[src/rtl/mag_cmp_pkg.sv]
// mag_cmp_pkg: shared definitions for the magnitude comparator.
//   - Result encoding, packed as {gt, eq, lt}.
//   - Default operand width.
//   - pack_result(): builds the packed result from gt/lt booleans.
package mag_cmp_pkg;

    typedef logic [2:0] cmp_res_t;

    localparam cmp_res_t CMP_GT = 3'b100;
    localparam cmp_res_t CMP_EQ = 3'b010;
    localparam cmp_res_t CMP_LT = 3'b001;

    localparam int unsigned DEFAULT_WIDTH = 4;

    // gt wins over lt so the result is always one-hot even if both are set.
    function automatic cmp_res_t pack_result(input logic gt, input logic lt);
        if (gt) begin
            return CMP_GT;
        end else if (lt) begin
            return CMP_LT;
        end
        return CMP_EQ;
    endfunction

endpackage

[src/rtl/mag_cmp_core.sv]
// mag_cmp_core: purely combinational WIDTH-bit magnitude compare with 74x85-style
// cascade resolution.
//   a, b      : operands (unsigned, or two's complement when SIGNED_CMP=1)
//   casc_gt   : lower-significance stage reports A>B
//   casc_eq   : lower-significance stage reports A==B
//   casc_lt   : lower-significance stage reports A<B
//   result    : one-hot {gt, eq, lt}
module mag_cmp_core
    import mag_cmp_pkg::*;
#(
    parameter int unsigned WIDTH      = DEFAULT_WIDTH,
    parameter bit          SIGNED_CMP = 1'b0
) (
    input  logic [WIDTH-1:0] a,
    input  logic [WIDTH-1:0] b,
    input  logic             casc_gt,
    input  logic             casc_eq,
    input  logic             casc_lt,
    output cmp_res_t         result
);

    logic [WIDTH-1:0] a_x;
    logic [WIDTH-1:0] b_x;
    logic             casc_eq_unused;

    // casc_eq only matters as the fallback, which is EQ anyway.
    assign casc_eq_unused = casc_eq;

    always_comb begin
        a_x = a;
        b_x = b;
        // Flipping the sign bit maps two's complement order onto unsigned order,
        // so a single unsigned (subtract-based) compare serves both modes.
        if (SIGNED_CMP) begin
            a_x[WIDTH-1] = ~a[WIDTH-1];
            b_x[WIDTH-1] = ~b[WIDTH-1];
        end

        if (a_x != b_x) begin
            result = pack_result(a_x > b_x, a_x < b_x);
        end else if (casc_gt) begin
            result = CMP_GT;
        end else if (casc_lt) begin
            result = CMP_LT;
        end else begin
            // casc_eq set, or all cascade inputs low: both resolve to equal.
            result = CMP_EQ;
        end
    end

endmodule

[src/rtl/magnitude_comparator.sv]
// magnitude_comparator: registered magnitude compare stage, one cycle latency.
//   clk, rst          : rising-edge clock, synchronous active-high reset
//   in_valid          : qualifies a/b/cascade inputs this cycle
//   a, b              : operands
//   casc_gt/eq/lt     : cascade from a less-significant stage (tie 0/1/0 if unused)
//   out_valid         : registered in_valid
//   a_gt_b/eq_b/lt_b  : one-hot compare flags; hold their value while in_valid=0
module magnitude_comparator
    import mag_cmp_pkg::*;
#(
    parameter int unsigned WIDTH      = DEFAULT_WIDTH,
    parameter bit          SIGNED_CMP = 1'b0
) (
    input  logic             clk,
    input  logic             rst,
    input  logic             in_valid,
    input  logic [WIDTH-1:0] a,
    input  logic [WIDTH-1:0] b,
    input  logic             casc_gt,
    input  logic             casc_eq,
    input  logic             casc_lt,
    output logic             out_valid,
    output logic             a_gt_b,
    output logic             a_eq_b,
    output logic             a_lt_b
);

    cmp_res_t res_d;
    cmp_res_t res_q;

    mag_cmp_core #(
        .WIDTH      (WIDTH),
        .SIGNED_CMP (SIGNED_CMP)
    ) u_core (
        .a       (a),
        .b       (b),
        .casc_gt (casc_gt),
        .casc_eq (casc_eq),
        .casc_lt (casc_lt),
        .result  (res_d)
    );

    always_ff @(posedge clk) begin
        if (rst) begin
            out_valid <= 1'b0;
            res_q     <= CMP_EQ;
        end else begin
            out_valid <= in_valid;
            if (in_valid) begin
                res_q <= res_d;
            end
        end
    end

    assign a_gt_b = res_q[2];
    assign a_eq_b = res_q[1];
    assign a_lt_b = res_q[0];

endmodule

[config.mk]
export PLATFORM = sky130hd
export DESIGN_NAME = magnitude_comparator
export DESIGN_NICKNAME = d
export VERILOG_FILES = /design/src/rtl/mag_cmp_pkg.sv /design/src/rtl/mag_cmp_core.sv /design/src/rtl/magnitude_comparator.sv
export SDC_FILE = /design/constraint.sdc
export NUM_CORES = 1
export LEC_CHECK = 0
export ABC_CLOCK_PERIOD_IN_PS = 3250
export BUFFER_PORTS_ARGS = -buffer_cell sky130_fd_sc_hd__buf_2
export CORE_AREA = 3 3 40 42
export DETAILED_ROUTE_END_ITERATION = 12
export DIE_AREA = 0 0 43 45
export PLACE_DENSITY_LB_ADDON = 0.08
export SLEW_MARGIN = 20
export SYNTH_ARGS = -nofsm -noshare
export SYNTH_HDL_FRONTEND = slang
export SYNTH_SLANG_ARGS = --single-unit
[constraint.sdc]
create_clock -name clk -period 3.25 [get_ports clk]
set_input_delay 0.325 -clock clk [delete_from_list [all_inputs] [get_ports clk]]
set_output_delay 0.325 -clock clk [all_outputs]
set_load 0.1 [all_outputs]
After elaboration in Yosys (flattened, before gate mapping)
Cells that the tools add are included.
W data, S select, Z words.

operators by class
  mux-type cells = 9
  order comparisons = 2
  eq/ne operators = 1

operators by type and width
  cell          number
  $mux W3       5
  $gt A4 B4 Y1  1
  $lt A4 B4 Y1  1
  $ne A4 B4 Y1  1
  $mux W1       3
  $mux W2       1

storage, ports and cells
  register bits after elaboration = 4
  logic and storage cells = 14
  input port bits = 14
  output and inout port bits = 4

Logic depth before layout (Yosys ltp)
Gate-level depths: netlist of the first run.

  depth after elaboration = 6
  mapped depth = 6
  mapped depth without buffers = 6

By module
From an unflattened synthesis of the first run, not the netlist that was laid out.

second synthesis, totals
  cell total of the unflattened synthesis = 28
  area total of the unflattened synthesis = 277.8 um^2

by module, submodules not included
  module                cells an instance  seq. area each (um^2)  area an instance (um^2)  times used
  mag_cmp_core          17                 0.0                    148.9                    1
  magnitude_comparator  11                 80.1                   128.9                    1

Worst setup path after synthesis of the first run
Ideal clock, no wire load.

  kind = register -> register
  start point = register, netlist name res_q[0]
  end point = register res_q[0]
  slack = 1892 ps
  path buffers = 0
  data arrival time = 1267 ps
  setup time = 91 ps
  cell stages (with the launch flop) = 3
  required time = 3159 ps
  period minus slack after synthesis = 1358 ps
  cells stage by stage = dfxtp_1 > nor2_1 > a311oi_1

RTL lines
  what                  line                        text
  to (signal assigned)  magnitude_comparator.sv:50  res_q <= res_d;
  to (decl)             magnitude_comparator.sv:29  cmp_res_t res_q;

Worst setup path in the final report of the first run
  start point = register res_q[0]
  end point = output a_lt_b

RTL lines
  what       line                        text
  to (decl)  magnitude_comparator.sv:25  output logic a_lt_b

No word-level cell between the ends.

==> results of run 1 <==
cell families after synthesis:
kind of cell	count (synthesis)	share of synthesized area, %
AO/OA/AOI/OAI	7	21.00
adder cells (fa/ha/maj)	4	20.00
buffers and inverters	6	8.999
flip-flops	4	32.00
AND/OR/NAND/NOR	9	17.99
cells in the mapped netlist:
| cell type | n | share of area, % |
|---|---|---|
| inv_1 | 6 | 9.0 |
| dfxtp_1 | 4 | 32 |
| ha_1 | 4 | 20 |
| nor2_1 | 4 | 6.0 |
| a21oi_1 | 2 | 4.0 |
| nand2_1 | 2 | 3.0 |
| a2111o_1 | 1 | 4.5 |
| a221o_1 | 1 | 4.0 |
| a311oi_1 | 1 | 3.5 |
| nand3_1 | 1 | 2.0 |
| nor3_1 | 1 | 2.0 |
| nor3b_2 | 1 | 5.0 |
| o21a_1 | 1 | 3.0 |
| o21ai_0 | 1 | 2.0 |
worst max-delay path by stage:
stage	from	endpoint	slack, ns	cells after the start
global placement	b[3]	res_q[0]$_SDFFE_PP0P_	1.76	7
floorplan	res_q[0]$_SDFFE_PP0P_	res_q[0]$_SDFFE_PP0P_	1.89	2
CTS	res_q[0]$_SDFFE_PP0P_	a_lt_b	1.93	1
detailed placement	b[3]	res_q[0]$_SDFFE_PP0P_	1.73	7
global route	b[3]	res_q[0]$_SDFFE_PP0P_	1.88	7
finish	res_q[0]$_SDFFE_PP0P_	a_lt_b	1.95	1
metrics by stage:
stage	instance area, µm²	cells	setup slack [ns]
floorplan	250.2	30	1.892
CTS	371.6	64	1.928
finish	371.6	64	1.948
global route	371.6	64	1.878
global placement	349.1	61	1.765
detailed placement	349.1	61	1.730
power by group:
part           internal [W]  total (W)  leakage [nW]  switching (W)
clock network     0.0000412  0.0000601        0.0138      0.0000189
registers         0.0000531  0.0000544        0.0333     0.00000133
logic             0.0000170  0.0000579         0.153      0.0000408
area by class of cell:
type / count / share of cell area (%)
Clock buffer: 3 / 6.061
Inverter: 6 / 6.061
Multi-Input combinational cell: 20 / 39.73
Sequential cell: 4 / 21.55
Tap cell: 15 / 5.051
Timing Repair Buffer: 16 / 21.55
flip-flops by register name (all words and copies together), names as in the netlist:
| name | cells |
|---|---|
| res_q | 3 |
| out_valid | 1 |
per-layer routing:
layer / track usage [%] / part of all wire (%) / vias to the layer above
met5: 0 / 0 / -
met1: 7.229 / 39 / 113
met4: 5.422 / 2.4 / 0
li1: - / - / 142
met2: 9.581 / 41 / 14
met3: 5.976 / 17 / 5
==> flow_summary.json, run 1 <==
{
  "dieWidth_um": 43,
  "syn2layout_area_growth_pct": 48.50,
  "hold_path_depth": 2,
  "path_max_fanout": 2,
  "layout_common_cells": "buf_2, inv_1, nor2_1, ha_1, dfxtp_1",
  "syn-cell-area_um2": 250.2,
  "drt_pre_antenna_iters": 4,
  "rsz0062_at_grt": "false",
  "diodes": 0,
  "synthCells": 30,
  "die-area_mm2": 0.001935,
  "wl_per_cell_um": 9.063,
  "core_mm2": 0.001285,
  "num_rows": 13,
  "avgSynthCellArea_um2": 8.341,
  "drive_gt1_share_pct": 40.82,
  "track_usage_pct": 7.161,
  "final_core_util_pct": 28.92,
  "r2r_cells": 1,
  "final_nets": 69,
  "ys_types": 14,
  "path_clk_slew_ns": 0.03,
  "tightest_slew_ns": 0.4874,
  "critPathSlowestCell": "buf_2",
  "port_buffers": 16,
  "cts_made_buffers": 3,
  "finalHoldViolCount": 0,
  "cts_setup_buffers": 0,
  "register_area_um2": 80.08,
  "synth_warnings": 0,
  "setup_viol": 0,
  "hp-start": "rst",
  "min_to": "out_valid$_SDFF_PP0_",
  "crit_path_start_kind": "flip-flop",
  "ff2ff_setup_slack_ns": 2.51,
  "cts_root_buffer": "clkbuf_4",
  "hold_slack_ns": 0.2948,
  "power_w": 0.0001724,
  "drc_errors": 0,
  "maxCapViolCount": 0,
  "holdBufCountCts": 0,
  "hp-class": "in2reg",
  "period_needed_ns": 1.302,
  "cts.sinks": 4,
  "finClkSkew_ns": 0,
  "grt_pass1_wl_um": 959,
  "antenna_found_initial": 0,
  "h-tree-depth": 1,
  "ctsResizeCount": 0,
  "critical_path.cell_chain": "buf_2",
  "cpPeakStageDelay_ns": 0.43,
  "reg2reg_to": "res_q[1]$_SDFFE_PP1P_",
  "wirelength_um": 580,
  "clock_path_buffers": 2,
  "cts_tree": "built",
  "multi_input_area_um2": 147.6,
  "start_util_pct": 19.47,
  "final-max-slew-violation-count": 0,
  "grt_pass1_vias": 245,
  "clock_latency_ns": 0.23,
  "fin_tns_setup_ns": 0,
  "grt_max_degree": 6,
  "cp_top_family": "buffers and inverters",
  "overflow": 0,
  "die_height_um": 45,
  "synth_seq_cells": 4,
  "min_period_over_period_pct": 40.07,
  "synth_fp_nets": 48,
  "criticalPathCategory": "reg2out",
  "vdd_drop_max_mv": 0.1639,
  "fillCellCount": 158,
  "final_common_cell": "buf_2",
  "end_kind": "output port",
  "ys_seq_area_share_pct": 32.00,
  "p_leak_nw": 0.1996,
  "vias": 274,
  "boundaryPins": 18,
  "critPathBufInv": 1,
  "crit_arrival_ns": 0.98,
  "powerDensity_mw_per_mm2": 463.9,
  "relSlewSlack_pct": 67.73,
  "fmax_ghz": 0.7679,
  "r2r_start": "res_q[1]$_SDFFE_PP1P_",
  "place_congestion": 0.6397,
  "status": "finished clean",
  "drt_iter0_markers": 1,
  "dpl.hpwl_um": 513.3,
  "ant_nets": 0,
  "vias_per_cell": 4.281,
  "crit_required_ns": 2.92
}
Power figures use the tool's default switching activity.
==> run 2: changes to the inputs <==
--- a/config.mk
+++ b/config.mk
@@ -5,7 +5,7 @@
 export SDC_FILE = /design/constraint.sdc
 export NUM_CORES = 1
 export LEC_CHECK = 0
-export ABC_CLOCK_PERIOD_IN_PS = 3250
+export ABC_CLOCK_PERIOD_IN_PS = 1100
 export BUFFER_PORTS_ARGS = -buffer_cell sky130_fd_sc_hd__buf_2
 export CORE_AREA = 3 3 40 42
 export DETAILED_ROUTE_END_ITERATION = 12
==> constraint.sdc (replaced) <==
create_clock -name clk -period 1.1 [get_ports clk]
set_input_delay 0.11 -clock clk [delete_from_list [all_inputs] [get_ports clk]]
set_output_delay 0.11 -clock clk [all_outputs]
set_load 0.1 [all_outputs]
==> run 2 against run 1 <==
Compared with the run above: combinational power increased to 3.5 times the previous value; via count decreased by 1.5%; design area increased by 17%; sequential power increased to 3.1 times the previous value; largest cell class unchanged.
==> flow_summary.json, run 2 (synthesis results as in run 1) <==
{
  "overflow": 0,
  "relSlewSlack_pct": 83.65,
  "fmax_ghz": 1.021,
  "cpPeakStageDelay_ns": 0.38,
  "tightest_slew_ns": 0.2427,
  "critPathBufInv": 1,
  "syn2layout_area_growth_pct": 74.00,
  "boundaryPins": 18,
  "powerDensity_mw_per_mm2": 1281,
  "drt_iter0_markers": 1,
  "p_leak_nw": 0.2178,
  "ant_nets": 0,
  "criticalPathCategory": "in2reg",
  "cts_setup_buffers": 0,
  "cts_made_buffers": 3,
  "drt_pre_antenna_iters": 2,
  "hp-class": "in2reg",
  "critPathSlowestCell": "a2111o_1",
  "ctsResizeCount": 0,
  "power_w": 0.0005577,
  "final-max-slew-violation-count": 0,
  "diodes": 0,
  "finalHoldViolCount": 0,
  "crit_arrival_ns": 1.14,
  "dpl.hpwl_um": 533.3,
  "cts_root_buffer": "clkbuf_4",
  "path_max_fanout": 2,
  "clock_path_buffers": 2,
  "drc_errors": 0,
  "h-tree-depth": 1,
  "final_core_util_pct": 33.89,
  "drive_gt1_share_pct": 46.94,
  "finClkSkew_ns": 0,
  "wirelength_um": 608,
  "place_congestion": 0.6390,
  "die_height_um": 45,
  "largestRegisters": "res_q (3), out_valid (1)",
  "cts_tree": "built",
  "grt_pass1_wl_um": 952,
  "grt_max_degree": 6,
  "cts.sinks": 4,
  "vias": 270,
  "wl_per_cell_um": 9.500,
  "holdBufCountCts": 0,
  "hold_slack_ns": 0.08082,
  "largest_reg_flops": 3,
  "final_nets": 69,
  "critical_path.cell_chain": "buf_2 -> ha_1 -> o21a_1 -> nor2_1 -> a2111o_1 -> a21oi_1",
  "min_period_over_period_pct": 89.05,
  "end_kind": "flip-flop",
  "status": "finished clean",
  "period_needed_ns": 0.9795,
  "num_rows": 13,
  "placed_area_um2": 412.9,
  "crit_required_ns": 1.26,
  "maxCapViolCount": 0,
  "regMostFlops": "res_q",
  "path_clk_slew_ns": 0.04,
  "clock_latency_ns": 0.24,
  "crit_path_start_kind": "primary input",
  "port_buffers": 16,
  "fin_area_um2": 435.4,
  "cp_top_family": "compound AO/OA/AOI/OAI gates",
  "antenna_found_initial": 0,
  "track_usage_pct": 7.238,
  "rsz0062_at_grt": "false",
  "grt_pass1_vias": 251,
  "final_common_cell": "buf_2",
  "vias_per_cell": 4.219,
  "setup_viol": 0,
  "vdd_drop_max_mv": 0.6269,
  "ff2ff_setup_slack_ns": 0.32,
  "layout_common_cells": "buf_2, inv_1, nor2_1, ha_1, buf_12",
  "start_util_pct": 19.47,
  "dieWidth_um": 43,
  "die-area_mm2": 0.001935,
  "core_mm2": 0.001285
}
run 2: cell counts in the layout (fill, tap and decap cells not counted):
No cell type changed its count.
run 2: routing by layer:
layer	track usage [%]	vias to the layer above	wire, µm
li1	-	143	-
met1	6.731	113	228
met2	10.48	14	288
met3	8.367	0	91
met4	1.807	0	0
met5	0	-	0
run 2: layout make-up:
class                   instances  area, µm²
inverters                       6      22.52
clock buffers                   3      22.52
fillers                       141      849.6
repair buffers                 16      140.1
flip-flops and latches          4      83.83
well taps                      15      18.77
multi-input cells              20      147.6
run 2: final timing paths:
path | cells past startpoint | from | endpoint
worst min register to register | 2 | res_q[2]$_SDFFE_PP0P_ | res_q[2]$_SDFFE_PP0P_
worst min-delay path | 2 | rst | res_q[0]$_SDFFE_PP0P_
worst max register to register | 1 | res_q[1]$_SDFFE_PP1P_ | res_q[1]$_SDFFE_PP1P_
worst max-delay path | 6 | a[3] | res_q[2]$_SDFFE_PP0P_
run 2: stage by stage:
stage          cells  worst slack, ns      TNS, ns
2_1_floorplan     30      -0.00002398  -0.00002398
3_3_place_gp      61          -0.1593      -0.2815
3_5_place_dp      61          -0.1750      -0.2986
4_1_cts           64          0.07658            0
5_1_grt           64          0.02210            0
6_report          64           0.1205            0
run 2: power breakdown:
group / internal, W / switching (W)
sequential: 0.000159 / 0.0000105
clock: 0.000122 / 0.0000629
combinational: 0.0000830 / 0.000120
total: 0.000364 / 0.000194
==> run 3: changes to the inputs <==
--- a/config.mk
+++ b/config.mk
@@ -10,8 +10,9 @@
 export CORE_AREA = 3 3 40 42
 export DETAILED_ROUTE_END_ITERATION = 12
 export DIE_AREA = 0 0 43 45
-export PLACE_DENSITY_LB_ADDON = 0.08
+export PLACE_DENSITY = 0.49
 export SLEW_MARGIN = 20
 export SYNTH_ARGS = -nofsm -noshare
 export SYNTH_HDL_FRONTEND = slang
+export SYNTH_HIERARCHICAL = 1
 export SYNTH_SLANG_ARGS = --single-unit
==> run 3 against run 2 <==
Compared with the run above: design area grew 33%; maximum frequency shrank 9.7%; non-clock buffer count grew 5; clock power is essentially flat; global-route usage grew 0.49 points; sequential share of layout area shrank 5.0 points; clock-buffer cell count is the same; first-iteration DRC count is the same; critical path type unchanged; critical endpoint is now res_q[0]$_SDFFE_PP0P_; largest power group unchanged.
==> flow_summary.json, run 3 <==
{
  "status": "finished clean",
  "synth_top_area_cell": "dfxtp_1",
  "clock_latency_ns": 0.23,
  "boundaryPins": 18,
  "synth_seq_cells": 4,
  "ant_nets": 0,
  "path_max_fanout": 2,
  "synthCells": 28,
  "holdBufCountCts": 0,
  "largest_reg_flops": 3,
  "final_core_util_pct": 45.18,
  "regMostFlops": "res_q",
  "fillCellCount": 126,
  "power_w": 0.0006342,
  "drt_pre_antenna_iters": 2,
  "syn-cell-area_um2": 277.8,
  "die-area_mm2": 0.001935,
  "switching_share_pct": 34.51,
  "cts_made_buffers": 3,
  "num_rows": 13,
  "finClkSkew_ns": 0,
  "place_congestion": 0.6525,
  "vias": 280,
  "criticalPathCategory": "in2reg",
  "powerDensity_mw_per_mm2": 1092,
  "port_buffers": 16,
  "final_common_cell": "buf_2",
  "register_area_um2": 82.58,
  "cts_root_buffer": "clkbuf_4",
  "crit_required_ns": 1.22,
  "min_period_over_period_pct": 98.57,
  "diodes": 0,
  "avgSynthCellArea_um2": 9.920,
  "synth-edff-count": 0,
  "rsz0062_at_grt": "true",
  "relSlewSlack_pct": 80.20,
  "hp-class": "in2reg",
  "finalHoldViolCount": 0,
  "h-tree-depth": 1,
  "synthTopCellsByArea": "dfxtp_1, ha_1, a2111oi_4",
  "top_layer": "met3",
  "pwr-share-seq_pct": 26.7,
  "die_height_um": 45,
  "overflow": 0,
  "maxCapViolCount": 0,
  "vdd_drop_max_mv": 0.4630,
  "p_comb_share_pct": 44.3,
  "track_usage_pct": 7.731,
  "wl_met3_um": 9,
  "final_cells": 67,
  "multi_input_area_um2": 239.0,
  "p_leak_nw": 0.2560,
  "clkPwrFrac_pct": 29.0,
  "synth_fp_nets": 46,
  "fmax_ghz": 0.9223,
  "grt_pass1_vias": 305,
  "yosysTopAreaCellShare_pct": 28.83,
  "wl_met1_um": 271,
  "period_needed_ns": 1.084,
  "end_kind": "flip-flop",
  "synth-async-reset-ratio_pct": 0,
  "clock_path_buffers": 2,
  "dr_wl_met2_um": 391,
  "ys_types": 14,
  "final_nets": 72,
  "core_mm2": 0.001285,
  "p_sw_w": 0.0002189,
  "layout_common_cells": "buf_2, buf_4, buf_12, ha_4",
  "setup_viol": 0,
  "dieWidth_um": 43,
  "ys_seq_area_share_pct": 28.83,
  "crit_path_start_kind": "primary input",
  "p_int_w": 0.0004154,
  "cts.sinks": 4,
  "grt_pass1_wl_um": 1083,
  "start_util_pct": 21.62,
  "drc_errors": 0,
  "dpl.hpwl_um": 547.3,
  "final-max-slew-violation-count": 0,
  "crit_arrival_ns": 1.21,
  "dp_cells": 62,
  "ys.flop_type": "dfxtp_1",
  "synth_most_common_cell": "inv_1",
  "synth_warnings": 6,
  "grt_max_degree": 6,
  "ys_top_cells_by_count": "inv_1, dfxtp_1, ha_1, nor2_1",
  "largestRegisters": "res_q (3), out_valid (1)",
  "wirelength_um": 672,
  "cts_tree": "built",
  "syn2layout_area_growth_pct": 109.0,
  "tightest_slew_ns": 0.2970,
  "path_clk_slew_ns": 0.04,
  "antenna_found_initial": 0,
  "drive_gt1_share_pct": 75.00,
  "wl_per_cell_um": 10.03,
  "drt_iter0_markers": 1,
  "vias_per_cell": 4.179
}
## run 3: cell families after synthesis
group,count (synthesis),share of synthesized area (%)
AOI/OAI and AO/OA,5,21.62
adders and majority gates,4,18.02
buffers and inverters,5,6.757
DFF,4,28.83
muxes,2,7.207
and+or+nand+nor,8,17.57
## run 3: worst paths after layout
kind                                             from                    end  slack (ns)  depth (start not counted)
worst max-delay path                             a[1]  res_q[0]$_SDFFE_PP0P_        0.02                          7
worst min-delay path                              rst  res_q[0]$_SDFFE_PP0P_        0.09                          2
worst max register to register  res_q[1]$_SDFFE_PP1P_  res_q[1]$_SDFFE_PP1P_        0.33                          2
worst min register to register  res_q[2]$_SDFFE_PP0P_  res_q[2]$_SDFFE_PP0P_        0.52                          2
## run 3: cell type report
class | count | share of cell area, %
multi-input combinational | 19 | 41.16
sequential | 4 | 14.22
inverter | 5 | 4.095
clock buffer | 3 | 3.879
tap | 15 | 3.233
timing repair buffer | 21 | 33.41
## run 3: power groups by stage
stage | registers, W | logic [W] | clock network, W
floorplan | 0.000248 | 0.0000796 | 0
global placement | 0.000172 | 0.000254 | 0
detailed placement | 0.000172 | 0.000256 | 0
CTS | 0.000169 | 0.000265 | 0.000197
global route | 0.000171 | 0.000298 | 0.000203
finish | 0.000169 | 0.000281 | 0.000184
## run 3: critical path: stages
cell,delay [ns]
buf_2,0.11
ha_4,0.24
nand4_1,0.11
nor2_1,0.07
a221o_2,0.38
mux2i_1,0.12
nor2_1,0.06
## run 3: timing repair
| item | CTS | global route |
|---|---|---|
| setup endpoints to repair | 1 | 2 |
| buffers inserted | 1 | 1 |
| gates resized for setup | 1 | 11 |
| pin swaps | 1 | 3 |
## run 3: routing by layer
metal | global-route usage, % | vias up
met3 | 4.781 | 0
met5 | 0 | -
met1 | 7.194 | 130
li1 | - | 148
met4 | 3.614 | 0
met2 | 13.47 | 2
## run 3: through the flow
| stage | setup TNS [ns] | cell area (µm²) | setup WS, ns | hold slack (ns) |
|---|---|---|---|---|
| floorplan | -0.1713 | 310.3 | -0.1534 | 0.1693 |
| global placement | -0.5108 | 491.7 | -0.2445 | 0.3224 |
| detailed placement | -0.5426 | 491.7 | -0.2602 | 0.3205 |
| CTS | 0 | 534.3 | 0.01057 | 0.07349 |
| global route | -0.03597 | 580.6 | -0.02814 | 0.09470 |
| finish | 0 | 580.6 | 0.01571 | 0.08929 |
